$ cat src/rtl/frame_slot_sched.sv
// Frame slot scheduler: hands ring-buffer slots to the frame writer and reader,
// keeping completed frames in an age-ordered queue of slot indices.
module frame_slot_sched #(
  parameter int unsigned START_ADDR       = 0,
  parameter int unsigned FRAMES_AMOUNT    = 3,
  parameter int unsigned FRAME_SIZE_B     = 4147200,
  parameter int unsigned ADDR_WIDTH       = 32,
  parameter bit          OVERWRITE_OLDEST = 1'b0,
  localparam int unsigned SLOT_W          = $clog2(FRAMES_AMOUNT)
) (
  input  logic                  clk_i,
  input  logic                  rst_i,
  input  logic                  wr_sof_i,
  input  logic                  wr_eof_i,
  input  logic                  wr_abort_i,
  output logic                  wr_active_o,
  output logic                  wr_drop_o,
  output logic [ADDR_WIDTH-1:0] wr_base_o,
  input  logic                  rd_sof_i,
  output logic                  rd_valid_o,
  output logic                  rd_repeat_o,
  output logic [ADDR_WIDTH-1:0] rd_base_o,
  output logic [SLOT_W:0]       ready_cnt_o,
  output logic [15:0]           drop_cnt_o
);

  localparam int N = int'(FRAMES_AMOUNT);
  localparam logic [SLOT_W:0] CNT_ONE  = (SLOT_W+1)'(1);
  localparam logic [SLOT_W:0] CNT_FULL = (SLOT_W+1)'(FRAMES_AMOUNT);

  if (FRAMES_AMOUNT < 3) begin : g_param_check
    $error("frame_slot_sched: FRAMES_AMOUNT must be at least 3");
  end

  typedef enum logic [1:0] {SLOT_FREE, SLOT_WRITING, SLOT_READY, SLOT_READING} slot_state_e;

  slot_state_e           slot_q [N];
  slot_state_e           slot_d [N];
  logic [SLOT_W-1:0]     fifo_q [N];
  logic [SLOT_W-1:0]     fifo_d [N];
  logic [SLOT_W:0]       cnt_q, cnt_d;
  logic [SLOT_W-1:0]     wr_slot_q, wr_slot_d, rd_slot_q, rd_slot_d;
  logic                  wr_active_d, wr_drop_d, rd_valid_d, rd_repeat_d;
  logic [ADDR_WIDTH-1:0] wr_base_d, rd_base_d;
  logic [15:0]           drop_cnt_d;
  logic [N-1:0]          rd_released;
  logic                  fifo_ovf, take, lost_frame;
  logic [SLOT_W-1:0]     alloc_slot;

  function automatic logic [ADDR_WIDTH-1:0] slot_base(input logic [SLOT_W-1:0] s);
    return ADDR_WIDTH'(START_ADDR) + ADDR_WIDTH'(FRAME_SIZE_B) * ADDR_WIDTH'(s);
  endfunction

  always_comb begin
    slot_d      = slot_q;
    fifo_d      = fifo_q;
    cnt_d       = cnt_q;
    wr_slot_d   = wr_slot_q;
    rd_slot_d   = rd_slot_q;
    wr_active_d = wr_active_o;
    wr_drop_d   = wr_drop_o;
    wr_base_d   = wr_base_o;
    rd_valid_d  = rd_valid_o;
    rd_repeat_d = rd_repeat_o;
    rd_base_d   = rd_base_o;
    drop_cnt_d  = drop_cnt_o;
    rd_released = '0;
    fifo_ovf    = 1'b0;
    take        = 1'b0;
    alloc_slot  = '0;
    lost_frame  = 1'b0;

    // reader only sees the queue as it stood at the start of the cycle
    if (rd_sof_i) begin
      if (cnt_q != '0) begin
        if (rd_valid_o) begin
          slot_d[rd_slot_q]      = SLOT_FREE;
          rd_released[rd_slot_q] = 1'b1;
        end
        slot_d[fifo_q[0]] = SLOT_READING;
        rd_slot_d   = fifo_q[0];
        rd_base_d   = slot_base(fifo_q[0]);
        rd_valid_d  = 1'b1;
        rd_repeat_d = 1'b0;
        for (int i = 0; i < N-1; i++) fifo_d[i] = fifo_d[i+1];
        cnt_d = cnt_d - CNT_ONE;
      end else if (rd_valid_o) begin
        rd_repeat_d = 1'b1;
      end
    end

    // close the writer's frame: eof queues it, abort or a restarting sof frees it
    if (wr_active_o && (wr_eof_i || wr_abort_i || wr_sof_i)) begin
      wr_active_d = 1'b0;
      if (wr_eof_i && !wr_abort_i) begin
        slot_d[wr_slot_q] = SLOT_READY;
        if (cnt_d == CNT_FULL) begin
          fifo_ovf = 1'b1;
        end else begin
          for (int i = 0; i < N; i++) if (i == int'(cnt_d)) fifo_d[i] = wr_slot_q;
          cnt_d = cnt_d + CNT_ONE;
        end
      end else begin
        slot_d[wr_slot_q] = SLOT_FREE;
      end
    end

    // a slot the reader just released stays out of reach until next cycle
    if (wr_sof_i) begin
      for (int i = 0; i < N; i++) begin
        if (!take && slot_d[i] == SLOT_FREE && !rd_released[i]) begin
          take       = 1'b1;
          alloc_slot = SLOT_W'(i);
        end
      end
      if (!take && OVERWRITE_OLDEST && cnt_d != '0) begin
        take       = 1'b1;
        lost_frame = 1'b1;
        alloc_slot = fifo_d[0];
        for (int i = 0; i < N-1; i++) fifo_d[i] = fifo_d[i+1];
        cnt_d = cnt_d - CNT_ONE;
      end
      if (take) begin
        slot_d[alloc_slot] = SLOT_WRITING;
        wr_slot_d   = alloc_slot;
        wr_base_d   = slot_base(alloc_slot);
        wr_active_d = 1'b1;
        wr_drop_d   = 1'b0;
      end else begin
        wr_active_d = 1'b0;
        wr_drop_d   = 1'b1;
        lost_frame  = 1'b1;
      end
    end

    if (lost_frame && drop_cnt_o != 16'hFFFF) drop_cnt_d = drop_cnt_o + 16'd1;
  end

  always_ff @(posedge clk_i or posedge rst_i) begin
    if (rst_i) begin
      for (int i = 0; i < N; i++) begin
        slot_q[i] <= SLOT_FREE;
        fifo_q[i] <= '0;
      end
      cnt_q       <= '0;
      wr_slot_q   <= '0;
      rd_slot_q   <= '0;
      wr_active_o <= 1'b0;
      wr_drop_o   <= 1'b0;
      wr_base_o   <= ADDR_WIDTH'(START_ADDR);
      rd_valid_o  <= 1'b0;
      rd_repeat_o <= 1'b0;
      rd_base_o   <= ADDR_WIDTH'(START_ADDR);
      drop_cnt_o  <= '0;
    end else begin
      slot_q      <= slot_d;
      fifo_q      <= fifo_d;
      cnt_q       <= cnt_d;
      wr_slot_q   <= wr_slot_d;
      rd_slot_q   <= rd_slot_d;
      wr_active_o <= wr_active_d;
      wr_drop_o   <= wr_drop_d;
      wr_base_o   <= wr_base_d;
      rd_valid_o  <= rd_valid_d;
      rd_repeat_o <= rd_repeat_d;
      rd_base_o   <= rd_base_d;
      drop_cnt_o  <= drop_cnt_d;
    end
  end

  assign ready_cnt_o = cnt_q;

  fifo_no_overflow: assert property (@(posedge clk_i) disable iff (rst_i) !fifo_ovf);

endmodule

$ cat config.mk
export PLATFORM = sky130hd
export DESIGN_NAME = frame_slot_sched
export DESIGN_NICKNAME = d
export VERILOG_FILES = /design/src/rtl/frame_slot_sched.sv
export SDC_FILE = /design/constraint.sdc
export NUM_CORES = 1
export LEC_CHECK = 0
export ABC_AREA = 1
export CAP_MARGIN = 20
export CORE_AREA = 2 2 91 93
export CTS_CLUSTER_SIZE = 24
export DETAILED_ROUTE_END_ITERATION = 7
export DIE_AREA = 0 0 93 95
export DONT_BUFFER_PORTS = 1
export HOLD_SLACK_MARGIN = 0.06
export PLACE_DENSITY = 0.51
export SLEW_MARGIN = 20
export SYNTH_ARGS = -nofsm -noshare
export SYNTH_HDL_FRONTEND = slang
export SYNTH_SLANG_ARGS = --single-unit
$ cat constraint.sdc
create_clock -name clk_i -period 6 [get_ports clk_i]
set_input_delay 1.2 -clock clk_i [delete_from_list [all_inputs] [get_ports clk_i]]
set_output_delay 1.2 -clock clk_i [all_outputs]
set_load 0.02 [all_outputs]
; ---- Yosys cells after proc, flatten, opt, wreduce, memory -nomap -nowiden
; Index checks and enable logic that the tools add are counted.
[word_totals]
reg_bits = 65
inputBits = 6
out_inout_bits = 87
[classes]
addsub = 3
multipliers = 2
n_lt_le_gt_ge = 10
n_eq_ne = 4
mux = 51
n_bitwise = 16
n_reduce_logical = 32
[ops]
columns = operator, count
row1 = 6-bit two-way mux, 12
row2 = "11-bit by 2-bit multiplier with 13-bit output, first input constant", 2
row3 = 3-bit two-way mux, 8
row4 = 2-bit two-way mux, 9
row5 = "16-bit by 1-bit adder with 16-bit output, second input constant", 1
row6 = 2-bit demux with 2-bit select, 4
row7 = "16-bit != test, second input constant", 1
row8 = 1-bit two-way mux, 15
row9 = 1-bit logical AND, 13
row10 = 6-bit bitwise AND, 2
row11 = "3-bit >= comparator, second input constant", 4
row12 = "3-bit by 1-bit less-than comparator with 1-bit output, second input constant", 4
row13 = 2-bit inverter with 3-bit output, 4
row14 = 6-bit inverter, 2
row15 = 4-bit two-way mux, 2
row16 = 3-bit bitwise AND, 2
row17 = 1-bit logical NOT, 6
row18 = 2-bit logical NOT, 3
row19 = 3-bit inverter, 2
row20 = 3-bit bitwise OR, 2
row21 = 6-bit bitwise OR, 1
row22 = 2-bit AND reduction, 3
row23 = 4-bit AND reduction, 1
row24 = 2-bit nonzero test, 2
row25 = 12 further kinds, 13

; ---- Logic depth before layout (Yosys ltp)
; Gate-level depths: netlist of the first run.
[depth]
ltp_word = 39
ltp_mapped = 15
mapped_depth_nobuf = 13

; ---- Worst setup path before layout of the first run
; No wires, ideal clock.
[synth_timing]
path_type = input-to-reg
from = in rd_sof_i
to = reg fifo_q[1] in the netlist's numbering
setup_time_ps = 126
arrival_time_ps = 2521
slack_ps = 3353
cell_stages = 8
cell_sequence = nand2_1 -> buf_4 -> o21ai_0 -> inv_1 -> ha_1 -> a21oi_1 -> and3_1 -> o21ai_0
[synth_between]
elab_chain_cells = 4
word_cells_on_any_way = 5
cone_classes = eq/ne: 2 / mux: 1 / bitwise: 1 / reduce/logical: 1
[synth_lines]
columns = element, line_no
row1 = "start, declared", 19  ; input logic rd_sof_i,
row2 = 3-bit two-way mux *, 74  ; if (rd_sof_i) begin
row3 = 3-bit by 2-bit == test with 1-bit output, 97  ; if (cnt_d == CNT_FULL) begin
row4 = 1-bit inverter (no source line), -
row5 = 4-bit AND reduction (no source line) *, -
row6 = "end signal, assigned", 157  ; fifo_q <= fifo_d;
row7 = "end, declared", 39  ; logic [SLOT_W-1:0] fifo_q [N];
; Every way passes the cells marked *; elsewhere a longest branch is shown, timed or not.
; A chain may end at the register's enable or synchronous reset.

; ---- Final worst setup path of the first run
[layout_timing]
from = reg cnt_q[0], in the netlist ready_cnt_o[0]
to = reg fifo_q[1] in the netlist's numbering
[layout_between]
elab_chain_cells = 6
word_cells_on_any_way = 8
cone_classes = add/sub: 1 / eq/ne: 2 / mux: 2 / bitwise: 1 / reduce/logical: 2
[layout_lines]
columns = element, line_no
row1 = "start, declared", 41  ; logic [SLOT_W:0] cnt_q, cnt_d;
row2 = "start signal, assigned", 158  ; cnt_q <= cnt_d;
row3 = 3-bit by 1-bit subtractor with 3-bit output / 3-bit nonzero test (equally long branches), "86, 75"
row4 = 3-bit two-way mux, 75  ; if (cnt_q != '0) begin
row5 = 3-bit two-way mux *, 74
row6 = 3-bit by 2-bit == test with 1-bit output, 97
row7 = 1-bit inverter (no source line), -
row8 = 4-bit AND reduction (no source line) *, -
; Marks and branches as above.

==> summary.txt, run 1 <==
LOGIC SYNTHESIS
------------------------------------------------------------------------------------------
Synth area leaders                                                            dfrtp_1 (38%), nand2_1 (14%), buf_4 (13%), ha_1 (4.9%), nand4_1 (4.1%)
Yosys warnings                                                                           0
Cell area after technology mapping                                              3060 sq um
EDFF count, synth                                                                        0
Sequential fraction of the synthesis area                                            37.7%
Share of async-settable or async-resettable flops after synthesis                     100%
Post-synthesis sequential element count                                                 46
Cell taking the most area after synthesis                                          dfrtp_1
Post-synthesis area per instance                                                7.83 sq um
Cells after synthesis                                                                  390
Portion of synthesized cell area occupied by the leading cell type                   37.7%
Dominant register cell in the synthesized netlist                                  dfrtp_1
Distinct cell type count after synthesis                                                34

CRITICAL PATH
------------------------------------------------------------------------------------------
Data required time of the worst path                                               6.22 ns
Type of the worst setup path                                                       reg2reg
End of the worst register-to-register path                                       fifo_q[1]
Startpoint type of the worst setup path                                               flop
Internal reg-to-reg setup slack                                                    3.06 ns
Worst-case reg-to-reg path depth                                                        11
Maximum fanout encountered on the critical timing path                                  20
Ordered list of cells on the worst path                                       inv_1, ha_1, nand2_2, nand2_1, o21ai_0, inv_1, ha_1, a21oi_1, and3_1, nand2_1, o21ai_0
Largest stage delay on the critical path                                           0.54 ns
Worst reg2reg path startpoint                                                 ready_cnt_o[0]
Launch point of the critical path                                             ready_cnt_o[0]
Critical Path Sink Type                                                               flop
Crit path DAT                                                                      3.16 ns
Cell with the largest stage delay on the worst path                                o21ai_0

TIMING
------------------------------------------------------------------------------------------
Setup total negative slack                                                            0 ns
Fmax                                                                             0.340 GHz
Post-route clock skew                                                           0.00833 ns
Clock period minus worst slack                                                     2.94 ns
Final Hold Viols                                                                         0
Period utilization                                                                   49.1%
Pins Over Slew Limit                                                                     0
Unrepaired setup endpoints after global routing                                      false
Transition time at the pin with the least slew margin                             0.936 ns
Final setup violation count                                                              0
Slew headroom                                                                        37.4%

PWR
------------------------------------------------------------------------------------------
Power density over the cells                                                   476 nW/um^2
Final total power                                                                  1.42 mW
Max VDD drop                                                                      0.148 mV
Cell leakage power                                                                 1.54 nW

DETAILED ROUTING
------------------------------------------------------------------------------------------
Ratio of routed vias to standard cells                                                4.56
Antenna-violating nets left                                                              0
Total met3 wirelength after detailed routing                                   380 microns
Per-cell routed wire length                                                   12.8 microns
Number of remaining DRC errors                                                           0
Total wirelength of the detailed-routed design                                6150 microns
DR pass1 iterations                                                                      5
Number of DRC markers in iteration 0                                                   126
DR vias                                                                               2196
Top layer in use                                                                      met4
Routed wire length on met2                                                    3070 microns
Detailed-route wire length on metal 1                                         2640 microns

WORST HOLD PATH
------------------------------------------------------------------------------------------
Source of the worst hold timing path                                             fifo_q[1]
Path class of the lowest-slack min-delay path                                      reg2reg
Worst hold path depth                                                                    2
Min-Delay Endpoint                                                               fifo_q[1]

CLOCKING
------------------------------------------------------------------------------------------
Number of cells upsized or downsized after cts                                           0
Root Driver                                                                       clkbuf_8
Max H-tree Level                                                                         2
Clock buffers created by TritonCTS                                                       5
CTS tree                                                                             built
Max Buffers Root-to-Sink                                                                 2
Clock edge transition at the registers on the reported setup and hold paths        0.08 ns
Number of post-CTS setup repair buffers                                                  0
Clock latency reported for the late side of the worst-skew pair                    0.30 ns
Sinks on Clock Net                                                                      46
Hold-fix buffers, CTS                                                                    0

GLOBAL ROUTING
------------------------------------------------------------------------------------------
Largest net degree at the start of global routing                                       47
Number of global-route vias before repair                                             2176
Wire length of the first global-routing pass                                  10400 microns
Overall track demand over capacity in global routing                                 14.8%
Initial antenna violation count                                                          0
Total grt overflow                                                                       0

CELLS AND AREA
------------------------------------------------------------------------------------------
Number of diodes added for antenna fixing                                                0
Layout Area Growth over Synthesis                                                   -2.50%
Fraction of layout instances using a drive strength above 1                          7.16%
Post-layout instance count excluding filler cells                                      482
Fill cell total of the finished layout                                                 856
Post-layout net count                                                                  395
Core Util, Final                                                                     37.6%

PLACE
------------------------------------------------------------------------------------------
Global placer's final weighted congestion                                            0.796
Placed cell count                                                                      475
Half-perimeter wire length of the detailed placement result                   4560 microns
Port Buffer Count                                                                        0

DIE
------------------------------------------------------------------------------------------
Core region area                                                                7930 sq um
Initial core utilization                                                             38.5%
Die outline height                                                              95 microns
Full die area                                                                   8840 sq um
Count of pins on the block boundary                                                     93
DIE WIDTH                                                                       93 microns
Number of placement rows                                                                33

STATUS
------------------------------------------------------------------------------------------
Result of the run                                                             finished, final reports clean

JOB
------------------------------------------------------------------------------------------
Max-cap violations                                                                       0

[critical path: cells and delay by family, from the launching register on]
family          cells  cell delay [ns]
buf+inv             2             0.27
compound gates      3             0.89
flops               1             0.46
fa+ha+maj           2             0.50
simple gates        4             0.75
[cell usage in the layout (no fill, tap or decap), types with 2 or more instances in the layout]
| master | n |
|---|---|
| nor2_1 | 28 |
| inv_2 | 6 |
| o21ai_1 | 2 |
| nand2_2 | 2 |
| clkbuf_8 | 5 |
| xor2_1 | 11 |
| xnor2_1 | 5 |
| nor2_4 | 2 |
| ha_1 | 12 |
| nand4_1 | 20 |
| dfrtp_1 | 46 |
| nor3_1 | 2 |
| nor4_1 | 2 |
| inv_1 | 28 |
| nand3_1 | 21 |
| o21ai_0 | 17 |
| conb_1 | 40 |
| nand2_1 | 111 |
| a21oi_1 | 2 |
| clkinv_2 | 3 |
[through the flow]
| stage | hold slack [ns] | setup slack [ns] | area [sq um] |
|---|---|---|---|
| floorplan | 0.502 | 3.35 | 3200 |
| global placement | 0.535 | 2.92 | 2900 |
| detailed placement | 0.558 | 2.84 | 2900 |
| CTS | 0.575 | 3.02 | 2980 |
| global route | 0.591 | 2.71 | 2980 |
| finish | 0.563 | 3.06 | 2980 |
[flip-flops by register name, summed over array words and instances (netlist names), 3 cells and up]
name,cells
drop_cnt_o,16
fifo_q,6
slot_q,6
rd_base_o,5
wr_base_o,4
ready_cnt_o,3
[worst max path at each step]
stage	endpoint	cells after the start	slack, ns
4_1_cts	fifo_q[1]	11	3.02
3_5_place_dp	fifo_q[1]	8	2.84
6_report	fifo_q[1]	11	3.06
2_1_floorplan	fifo_q[1]	8	3.35
3_3_place_gp	fifo_q[0]	8	2.92
5_1_grt	fifo_q[1]	11	2.71
[logic make-up after synthesis]
group           Yosys count  synth area share (%)
compound gates           26                  5.24
xor+xnor                 16                  4.59
fa+ha+maj                12                  4.91
buf+inv                  95                  18.6
flops                    46                  37.7
other cells               1                 0.123
simple gates            194                  28.8
[cells in the mapped netlist (2+ instances only)]
library cell	instances
inv_2	6
dfrtp_1	46
nand2_2	2
nor3_1	2
a21oi_1	2
nand2_1	111
o21ai_0	17
nor4_1	2
buf_2	2
nand4_1	20
inv_1	29
buf_4	54
nor2_1	28
xor2_1	11
o21ai_1	2
xnor2_1	5
nand3_1	21
nor2_4	2
clkbuf_1	2
ha_1	12
[layer usage]
layer	up-vias	track usage, %
met5	-	0
met3	6	4.55
met2	51	25.9
li1	1122	-
met1	1017	17.9
met4	0	3.31
[final cells by class]
cell class,count,area (sq um),area share [%]
clock buffers,5,68.8,2.31
clock inverters,2,10.0,0.336
inverters,36,136,4.58
multi-input cells,288,1480,49.7
flip-flops and latches,46,1150,38.6
well taps,105,131,4.41
[power by group]
group	internal, mW	leakage (nW)	switching [mW]	total, mW
registers	0.411	0.575	0.225	0.636
logic	0.182	0.921	0.419	0.601
clock network	0.0785	0.0438	0.104	0.182
Note: power is estimated with default switching activity, not from simulation.
==> inputs of run 2 (changes only) <==
clock period = 3.1 ns   (was 6 ns; I/O delays follow)
==> run 2 against run 1 <==
Count of clock-buffer cells in the layout grew 2. Clock power rose by 150%. Sequential power is 92% higher. Total power grew 100%. Critical path type unchanged. Highest routed layer unchanged.
==> summary.txt, run 2 (same netlist as run 1, synthesis figures left out) <==
WORST HOLD PATH
------------------------------------------------------------------------------------------
Path class of the lowest-slack min-delay path                                     in2async   was reg2reg

CRITICAL PATH
------------------------------------------------------------------------------------------
Largest stage delay on the critical path                                           0.46 ns   was 0.54 ns
Maximum fanout encountered on the critical timing path                                  10   was 20
Ordered list of cells on the worst path                                       inv_1, ha_1, nand2_2, nand2_1, o21ai_0, inv_1, ha_1, a21oi_1, and3_1, nand2_1, o21ai_0   unchanged
Data required time of the worst path                                               3.33 ns   was 6.22 ns
Crit path DAT                                                                      2.87 ns   was 3.16 ns
Levels on crit path                                                                     11   unchanged
Startpoint type of the worst setup path                                               flop   unchanged
Top Family by Delay on Critical Path                                          compound AO/OA/AOI/OAI gates   unchanged
Cell with the largest stage delay on the worst path                                dfrtp_1   was o21ai_0
Crit path buffers/inverters                                                              2   unchanged
Critical Path Sink Type                                                               flop   unchanged
Worst-case reg-to-reg path depth                                                        11   unchanged
Type of the worst setup path                                                       reg2reg   unchanged

GLOBAL ROUTING
------------------------------------------------------------------------------------------
Number of global-route vias before repair                                             2167   was 2176
Wire length of the first global-routing pass                                  10400 microns   about the same
Overall track demand over capacity in global routing                                 14.8%   about the same
Largest net degree at the start of global routing                                       47   unchanged
Total grt overflow                                                                       0   unchanged
Initial antenna violation count                                                          0   unchanged

DETAILED ROUTING
------------------------------------------------------------------------------------------
Antenna-violating nets left                                                              0   unchanged
DR vias                                                                               2229   was 2196
Number of DRC markers in iteration 0                                                    77   was 126
Number of remaining DRC errors                                                           0   unchanged
Total wirelength of the detailed-routed design                                6250 microns   was 6150 microns
Ratio of routed vias to standard cells                                                4.58   was 4.56
DR pass1 iterations                                                                      4   was 5
Per-cell routed wire length                                                   12.8 microns   about the same

TIMING
------------------------------------------------------------------------------------------
Period utilization                                                                   85.2%   was 49.1%
Post-route clock skew                                                           0.00446 ns   was 0.00833 ns
Clock period minus worst slack                                                     2.64 ns   was 2.94 ns
Transition time at the pin with the least slew margin                             0.925 ns   was 0.936 ns
Fmax                                                                             0.379 GHz   was 0.340 GHz
Unrepaired setup endpoints after global routing                                      false   unchanged
Setup total negative slack                                                            0 ns   unchanged
Final Hold Viols                                                                         0   unchanged
Slew headroom                                                                        38.4%   was 37.4%
Final setup violation count                                                              0   unchanged
Pins Over Slew Limit                                                                     0   unchanged

CELLS AND AREA
------------------------------------------------------------------------------------------
Flip-flop count of the largest register, all copies and words added                     16   unchanged
Biggest regs                                                                  drop_cnt_o: 16 flops, fifo_q: 6 flops, slot_q: 6 flops   unchanged
Post-layout net count                                                                  399   was 395
Most common cell after layout, fill and taps aside                                 nand2_1   unchanged
Layout Area Growth over Synthesis                                                  -0.614%   was -2.50%
Post-layout instance count excluding filler cells                                      487   was 482
Fraction of layout instances using a drive strength above 1                          7.85%   was 7.16%
Fill cell total of the finished layout                                                 847   was 856
Area of all placed cells without fillers                                        3040 sq um   was 2980 sq um
Most frequent cells in the layout                                             nand2_1 (111), dfrtp_1 (46), conb_1 (40)   unchanged
Number of diodes added for antenna fixing                                                0   unchanged
Largest Register                                                                drop_cnt_o   unchanged

CLOCKING
------------------------------------------------------------------------------------------
Clock buffers created by TritonCTS                                                       5   unchanged
Hold-fix buffers, CTS                                                                    0   unchanged
Max H-tree Level                                                                         2   unchanged
Max Buffers Root-to-Sink                                                                 2   unchanged
Sinks on Clock Net                                                                      46   unchanged
CTS tree                                                                             built   unchanged
Number of cells upsized or downsized after cts                                           0   unchanged
Number of post-CTS setup repair buffers                                                  0   unchanged
Root Driver                                                                       clkbuf_8   unchanged
Clock latency reported for the late side of the worst-skew pair                    0.30 ns   about the same
Clock edge transition at the registers on the reported setup and hold paths        0.09 ns   was 0.08 ns

DIE
------------------------------------------------------------------------------------------
Die outline height                                                              95 microns   unchanged
Initial core utilization                                                             38.5%   unchanged
DIE WIDTH                                                                       93 microns   unchanged
Core region area                                                                7930 sq um   unchanged
Count of pins on the block boundary                                                     93   unchanged
Full die area                                                                   8840 sq um   unchanged
Number of placement rows                                                                33   unchanged

STATUS
------------------------------------------------------------------------------------------
Result of the run                                                             finished, final reports clean   unchanged

PLACE
------------------------------------------------------------------------------------------
Port Buffer Count                                                                        0   unchanged
Global placer's final weighted congestion                                            0.837   was 0.796
Placed standard-cell area                                                       2930 sq um   was 2900 sq um
Placed cell count                                                                      479   was 475
Half-perimeter wire length of the detailed placement result                   4600 microns   was 4560 microns

PWR
------------------------------------------------------------------------------------------
Final total power                                                                  2.86 mW   was 1.42 mW
Max VDD drop                                                                      0.289 mV   was 0.148 mV
Power density over the cells                                                   942 nW/um^2   was 476 nW/um^2
Cell leakage power                                                                 1.57 nW   was 1.54 nW

JOB
------------------------------------------------------------------------------------------
Max-cap violations                                                                       0   unchanged

-- run 2: cell types whose count changed in the layout (fill, tap and decap cells not counted) --
| cell | before | now |
|---|---|---|
| bufinv_16 | 0 | 1 |
| clkinv_2 | 3 | 1 |
| clkbuf_1 | 0 | 2 |
| buf_4 | 0 | 4 |
-- run 2: worst reg2reg max path: stages (launching register included) --
cell and delay [ns]:
dfrtp_1 0.46, inv_1 0.12, ha_1 0.28, nand2_2 0.11, nand2_1 0.19, o21ai_0 0.42, inv_1 0.12, ha_1 0.21
a21oi_1 0.26, and3_1 0.25, nand2_1 0.06, o21ai_0 0.09
-- run 2: worst paths after layout --
| check | startpoint | slack (ns) | end |
|---|---|---|---|
| setup reg to reg | ready_cnt_o[0] | 0.46 | fifo_q[1] |
| hold reg to reg | fifo_q[1] | 0.55 | fifo_q[1] |
| min in group clk_i | wr_sof_i | 0.43 | slot_q[4] |
| max in group asynchronous | rst_i | 2.27 | slot_q[3] |
| setup / recovery | ready_cnt_o[0] | 0.46 | fifo_q[1] |
| hold / removal | rst_i | 0.34 | rd_repeat_o |
-- run 2: metal layers --
metal	global-route usage (%)	vias to the layer above	part of all wire, %
li1	-	1130	-
met1	17.5	1047	43
met2	26.3	47	50
met3	4.15	5	5.5
met4	4.41	0	1.2
met5	0	-	0
-- run 2: layout make-up --
class                      count  area [sq um]  area share, %
inverter                      36           136           4.49
clock inverter                 1          30.0          0.989
timing repair buffer           4          30.0          0.989
multi-input combinational    288          1480           48.8
tap                          105           131           4.33
clock buffer                   7          76.3           2.51
sequential                    46          1150           37.9
-- run 2: where the power goes --
group	switching [mW]	total [mW]	internal [mW]
clock network	0.209	0.451	0.242
registers	0.420	1.22	0.796
logic	0.829	1.19	0.364
-- run 2: per-stage QoR --
| stage | hold slack (ns) | setup slack [ns] | utilization [%] |
|---|---|---|---|
| 4_1_cts | 0.420 | 0.442 | 38.3 |
| 5_1_grt | 0.399 | 0.251 | 38.3 |
| 6_report | 0.337 | 0.459 | 38.3 |
| 2_1_floorplan | 0.502 | 0.745 | - |
| 3_5_place_dp | 0.536 | 0.484 | 36.9 |
| 3_3_place_gp | 0.520 | 0.536 | 36.9 |
